==> config.mk <==
export PLATFORM = sky130hd
export DESIGN_NAME = alu_share_arbiter_flat
export DESIGN_NICKNAME = d
export VERILOG_FILES = /design/src/rtl/alu_share_arbiter_if.sv /design/src/rtl/alu_share_arbiter.sv /design/src/flat_wrapper.sv
export SDC_FILE = /design/constraint.sdc
export NUM_CORES = 1
export LEC_CHECK = 0
export CAP_MARGIN = 25
export CORE_ASPECT_RATIO = 0.7
export CORE_UTILIZATION = 27
export DETAILED_ROUTE_END_ITERATION = 10
export PLACE_DENSITY = 0.79
export SYNTH_ARGS = -nofsm -noshare
export SYNTH_HDL_FRONTEND = slang
export SYNTH_SLANG_ARGS = --single-unit
==> constraint.sdc <==
create_clock -name clk -period 1.1 [get_ports clk]
set_input_delay 0.22 -clock clk [delete_from_list [all_inputs] [get_ports clk]]
set_output_delay 0.22 -clock clk [all_outputs]
set_load 0.01 [all_outputs]
==> src/rtl/alu_share_arbiter_if.sv <==
// alu_share_arbiter_if: requester, ALU and response signals of the shared-ALU arbiter
interface alu_share_arbiter_if #(
    parameter int size    = 32,
    parameter int NUM_REQ = 2
);
    localparam int ID_W = (NUM_REQ > 1) ? $clog2(NUM_REQ) : 1;
    logic [NUM_REQ-1:0]      req_valid;
    logic [NUM_REQ-1:0]      req_ready;
    logic [NUM_REQ*size-1:0] req_a;
    logic [NUM_REQ*size-1:0] req_b;
    logic [NUM_REQ*3-1:0]    req_sel;
    logic [size-1:0]         alu_a;
    logic [size-1:0]         alu_b;
    logic [2:0]              alu_sel;
    logic [size-1:0]         alu_s;
    logic [3:0]              alu_flags;
    logic                    rsp_valid;
    logic                    rsp_ready;
    logic [ID_W-1:0]         rsp_id;
    logic [size-1:0]         rsp_s;
    logic [3:0]              rsp_flags;
    modport slave (
        input  req_valid, req_a, req_b, req_sel, alu_s, alu_flags, rsp_ready,
        output req_ready, alu_a, alu_b, alu_sel, rsp_valid, rsp_id, rsp_s, rsp_flags
    );
    modport master (
        output req_valid, req_a, req_b, req_sel, alu_s, alu_flags, rsp_ready,
        input  req_ready, alu_a, alu_b, alu_sel, rsp_valid, rsp_id, rsp_s, rsp_flags
    );
endinterface

==> src/rtl/alu_share_arbiter.sv <==
// alu_share_arbiter: round-robin sharing of one combinational ALU with a registered response stage
module alu_share_arbiter #(
    parameter int size    = 32,
    parameter int NUM_REQ = 2
) (
    input logic                clk,
    input logic                reset,
    alu_share_arbiter_if.slave bus
);
    localparam int ID_W = (NUM_REQ > 1) ? $clog2(NUM_REQ) : 1;
    logic [ID_W-1:0] rr_ptr_q, rr_ptr_d;
    logic            rsp_valid_q, rsp_valid_d;
    logic [ID_W-1:0] rsp_id_q, rsp_id_d;
    logic [size-1:0] rsp_s_q, rsp_s_d;
    logic [3:0]      rsp_flags_q, rsp_flags_d;
    logic            hit, accept, xfer;
    logic [ID_W-1:0] gidx;
    // Pick the first valid requester at or after rr_ptr, wrapping around
    always_comb begin
        hit  = 1'b0;
        gidx = '0;
        for (int k = 0; k < NUM_REQ; k++) begin
            if (!hit && bus.req_valid[ID_W'((int'(rr_ptr_q) + k) % NUM_REQ)]) begin
                hit  = 1'b1;
                gidx = ID_W'((int'(rr_ptr_q) + k) % NUM_REQ);
            end
        end
    end
    assign accept        = !rsp_valid_q || bus.rsp_ready;
    assign xfer          = hit && accept && !reset;
    assign bus.req_ready = xfer ? (NUM_REQ'(1) << gidx) : '0;
    assign bus.alu_a     = hit ? bus.req_a[gidx*size +: size] : '0;
    assign bus.alu_b     = hit ? bus.req_b[gidx*size +: size] : '0;
    assign bus.alu_sel   = hit ? bus.req_sel[gidx*3 +: 3] : '0;
    assign bus.rsp_valid = rsp_valid_q;
    assign bus.rsp_id    = rsp_id_q;
    assign bus.rsp_s     = rsp_s_q;
    assign bus.rsp_flags = rsp_flags_q;
    // Capture the ALU result on transfer, drop valid on a drain, otherwise hold
    always_comb begin
        rsp_valid_d = xfer ? 1'b1 : (bus.rsp_ready ? 1'b0 : rsp_valid_q);
        rsp_id_d    = xfer ? gidx : rsp_id_q;
        rsp_s_d     = xfer ? bus.alu_s : rsp_s_q;
        rsp_flags_d = xfer ? bus.alu_flags : rsp_flags_q;
        rr_ptr_d    = xfer ? ID_W'((int'(gidx) + 1) % NUM_REQ) : rr_ptr_q;
    end
    // Response and pointer registers with synchronous reset
    always_ff @(posedge clk) begin
        if (reset) begin
            rsp_valid_q <= 1'b0;
            rsp_id_q    <= '0;
            rsp_s_q     <= '0;
            rsp_flags_q <= '0;
            rr_ptr_q    <= '0;
        end else begin
            rsp_valid_q <= rsp_valid_d;
            rsp_id_q    <= rsp_id_d;
            rsp_s_q     <= rsp_s_d;
            rsp_flags_q <= rsp_flags_d;
            rr_ptr_q    <= rr_ptr_d;
        end
    end
endmodule

==> src/flat_wrapper.sv <==
// flat-port wrapper written by rule: the top's interface ports become plain ports
module alu_share_arbiter_flat 
#(
    parameter int size    = 32,
    parameter int NUM_REQ = 2
)
  (clk, reset, bus_req_valid, bus_req_a, bus_req_b, bus_req_sel, bus_alu_s, bus_alu_flags, bus_rsp_ready, bus_req_ready, bus_alu_a, bus_alu_b, bus_alu_sel, bus_rsp_valid, bus_rsp_id, bus_rsp_s, bus_rsp_flags);
  alu_share_arbiter_if #(.size(size), .NUM_REQ(NUM_REQ)) bus_i ();
  input logic clk;
  input logic reset;
  input wire logic [$bits(bus_i.req_valid)-1:0] bus_req_valid;
  input wire logic [$bits(bus_i.req_a)-1:0] bus_req_a;
  input wire logic [$bits(bus_i.req_b)-1:0] bus_req_b;
  input wire logic [$bits(bus_i.req_sel)-1:0] bus_req_sel;
  input wire logic [$bits(bus_i.alu_s)-1:0] bus_alu_s;
  input wire logic [$bits(bus_i.alu_flags)-1:0] bus_alu_flags;
  input wire logic [$bits(bus_i.rsp_ready)-1:0] bus_rsp_ready;
  output wire logic [$bits(bus_i.req_ready)-1:0] bus_req_ready;
  output wire logic [$bits(bus_i.alu_a)-1:0] bus_alu_a;
  output wire logic [$bits(bus_i.alu_b)-1:0] bus_alu_b;
  output wire logic [$bits(bus_i.alu_sel)-1:0] bus_alu_sel;
  output wire logic [$bits(bus_i.rsp_valid)-1:0] bus_rsp_valid;
  output wire logic [$bits(bus_i.rsp_id)-1:0] bus_rsp_id;
  output wire logic [$bits(bus_i.rsp_s)-1:0] bus_rsp_s;
  output wire logic [$bits(bus_i.rsp_flags)-1:0] bus_rsp_flags;
  assign bus_i.req_valid = bus_req_valid;
  assign bus_i.req_a = bus_req_a;
  assign bus_i.req_b = bus_req_b;
  assign bus_i.req_sel = bus_req_sel;
  assign bus_i.alu_s = bus_alu_s;
  assign bus_i.alu_flags = bus_alu_flags;
  assign bus_i.rsp_ready = bus_rsp_ready;
  assign bus_req_ready = bus_i.req_ready;
  assign bus_alu_a = bus_i.alu_a;
  assign bus_alu_b = bus_i.alu_b;
  assign bus_alu_sel = bus_i.alu_sel;
  assign bus_rsp_valid = bus_i.rsp_valid;
  assign bus_rsp_id = bus_i.rsp_id;
  assign bus_rsp_s = bus_i.rsp_s;
  assign bus_rsp_flags = bus_i.rsp_flags;
  alu_share_arbiter #(.size(size), .NUM_REQ(NUM_REQ)) u_core (.clk(clk), .reset(reset), .bus(bus_i));
endmodule
==> results of run 1 <==
[power breakdown]
group | total (W) | switching [W] | leakage [nW] | internal (W)
combinational | 0.00256 | 0.00104 | 2.26 | 0.00152
clock | 0.00154 | 0.000572 | 0.0772 | 0.000966
sequential | 0.00156 | 0.0000601 | 0.326 | 0.00150
total | 0.00566 | 0.00167 | 2.66 | 0.00399
[through the flow]
step / area, um2 / instances
final: 6400 / 780
after CTS: 6410 / 779
after global routing: 6400 / 780
after floorplan: 2790 / 328
after global placement: 5910 / 746
after detailed placement: 5910 / 746
[per-layer routing]
| metal | global-route usage | vias up | wire, um | part of all wire |
|---|---|---|---|---|
| li1 | - | 1793 | - | - |
| met1 | 0.280 | 1720 | 5350 | 0.40 |
| met2 | 0.419 | 137 | 6970 | 0.52 |
| met3 | 0.0491 | 17 | 809 | 0.061 |
| met4 | 0.0471 | 0 | 199 | 0.015 |
| met5 | 0 | - | 0 | 0 |
[flip-flops by register name, summed over array words and instances (netlist names)]
register,flops
u_core.bus.rsp_valid,1
u_core.bus.rsp_s,32
u_core.bus.rsp_flags,4
u_core.rr_ptr_q,1
u_core.bus.rsp_id,1
[final cells by class]
type	instances	area (um2)
timing repair buffer	351	3220
clock buffer	8	156
multi-input combinational	252	2060
fill	832	3430
sequential	39	801
tap	128	160
inverter	2	10.0
[Yosys cell counts, types with 5 or more instances]
cell / n
nor2_1: 68
nand3_1: 36
o21ai_0: 6
mux2i_1: 67
a21oi_1: 8
o21ai_2: 30
dfxtp_1: 39
a21oi_2: 29
buf_4: 11
buf_2: 16
buf_6: 5
[worst max path at each step]
stage | endpoint | cells past startpoint | start
floorplan | bus_alu_a[22] | 5 | u_core.rr_ptr_q
global placement | bus_alu_a[10] | 5 | bus_req_valid[0]
detailed placement | bus_alu_a[29] | 5 | bus_req_valid[0]
CTS | bus_alu_b[4] | 6 | u_core.rr_ptr_q
global route | bus_alu_b[12] | 6 | u_core.rr_ptr_q
finish | bus_alu_b[12] | 6 | u_core.rr_ptr_q
[what timing repair did]
action,in CTS,in global routing
gates cloned,11,0
pin swaps,24,32
gates resized for setup,430,83
setup buffers,14,10
setup endpoints to repair,146,136
[cell families (layout without fill, tap and decap cells)]
| family | Yosys count | count (layout) | synth area share |
|---|---|---|---|
| simple gates | 110 | 110 | 0.170 |
| mux | 68 | 68 | 0.245 |
| buf+inv | 37 | 361 | 0.0896 |
| flops | 39 | 39 | 0.281 |
| compound gates | 74 | 74 | 0.214 |
[worst register-to-register path, cell delays in order, from the launching register on]
cell	delay (ns)
dfxtp_4	0.36
buf_6	0.14
buf_6	0.11
nor2b_4	0.12
and3_4	0.17
buf_6	0.11
buf_6	0.10
a31o_1	0.17
==> results.md, run 1 <==
- Max-cap violations: 0
- Slowest Stage Delay on Critical Path: 0.38 ns
- CTS buffer count: 5
- Post-DR vias/cell: 4.70
- Worst setup slack after layout: -0.573 ns
- Drt wl/cell: 17.1 um
- Maximum buffer depth of the clock tree: 2
- Highest net fanout along the worst path: 5
- Buffers plus inverters on the worst setup path: 4
- Initial Utilization: 0.283
- Status: finished with violations
- Commonest non-fill, non-tap cells in the layout: 170 x clkdlybuf4s50_1, 73 x buf_2, 68 x nor2_1
- Final Cycle Share: 1.52
- Worst Hold End: u_core.rr_ptr_q
- Most common cell after layout, fill and taps aside: clkdlybuf4s50_1
- Area Overhead vs Synth: 130%
- Hold Path Origin: reset
- Crit-path slowest cell: dfxtp_4
- Die Y: 86.9 um
- Max transition margin: 0.597
- Gpl congestion: 0.736
- WHS: 0.387 ns
- Initial antenna violation count: 0
- Largest area contributor in the netlist: dfxtp_1
- Clk_lat worst skew: 0.28 ns
- # clock sinks: 39
- Die Area: 10700 um2
- Reg2reg start: u_core.rr_ptr_q
- GRT Total Usage: 0.231
- Post-CTS Hold Buffers: 0
- Reg2reg end: u_core.bus.rsp_id
- Tightest Pin Transition: 0.604 ns
- Crit path top cell by count: buf_12
- Overall power: 0.00566 W
- Clock tree from TritonCTS: yes
- DP HPWL: 9660 um
- Setup WS pre-CTS: -0.852 ns
- Failing checks: negative setup slack
- Async S/R FF share, synth: 0
- Routed via count: 3667
- Unique cell type count in the Yosys netlist: 24
- Top FF cell, synth: dfxtp_1
- Yosys Warn Count: 0
- Avg Inst Size Synth: 8.48 um2
- Clock skew: 0.00340 ns
- Worst-path clk slew: 0.06 ns
- Register area share after synthesis: 0.281
- Worst R2R Setup Slack: -0.28 ns
- Worst r2r path cells: 7
- WS Path Type: reg2out
- Slew Limit Fails: 0
- Total negative setup slack: -34.84 ns
- Layout cells sized above 1: 0.428
- Largest net degree at the start of global routing: 46
- Row cnt: 30
- Drt pass-1 iters: 4
- Min cycle time layout: 1.67 ns
- Clock Tree Root: clkbuf_16
- Endpoint type of the worst setup path: primary output
- Arr. time, crit path: 1.45 ns
- EDFF count, synth: 0
- Final Hold Fails: 0
- Peak VDD IR: 0.950 mV
- Die Wd: 123 um
- Final setup viols: 106
- H-Tree Depth: 2
- First-pass GRT wire length: 19100 um
- Post-layout net count: 826
- Static Leak: 2.66 nW
- Critical path cell sequence: buf_12 > buf_12 > buf_16 > mux2i_4 > nor2_1 > buf_2
- PwrDens: 884 nW/um2
- RSZ-0062 raised after global routing: true
- Synth top area cells: dfxtp_1 28%, mux2i_1 24%, o21ai_2 9.5%, nor2_1 9.2%, a21oi_2 9.1%
- Mapped cell area: 2780 um2
- Gr ovfl total: 0
- Final ANT Viol Nets: 0
- Synthesized flop and latch total: 39
- # diodes: 0
- IO Count: 282
- Synthesized instance count: 328
- Hold Path Depth: 3
- Number of I/O port buffers: 280
- Share of the synthesized area in the top cell type: 0.281
- Total wire length: 13300 um
- Hold Crit Class: in2reg
- Final core occ: 0.651
- Crit start category: register
- Vias in the first global route: 3707
- Delay-heaviest family, CP: buffers and inverters
- Max Clock Freq: 598 MHz
- Drt initial violations: 136
- Number of remaining DRC errors: 0
- Critical path required time: 0.88 ns
- Core area: 9830 um2
- Syn_nets: 503
(Power assumes the default switching activity.)
==> run 2: changes to the inputs <==
GPL_TIMING_DRIVEN = 1   (was default)
==> results of run 2 <==
Same layout as run 1: the final DEF is identical, and so are final timing and power.
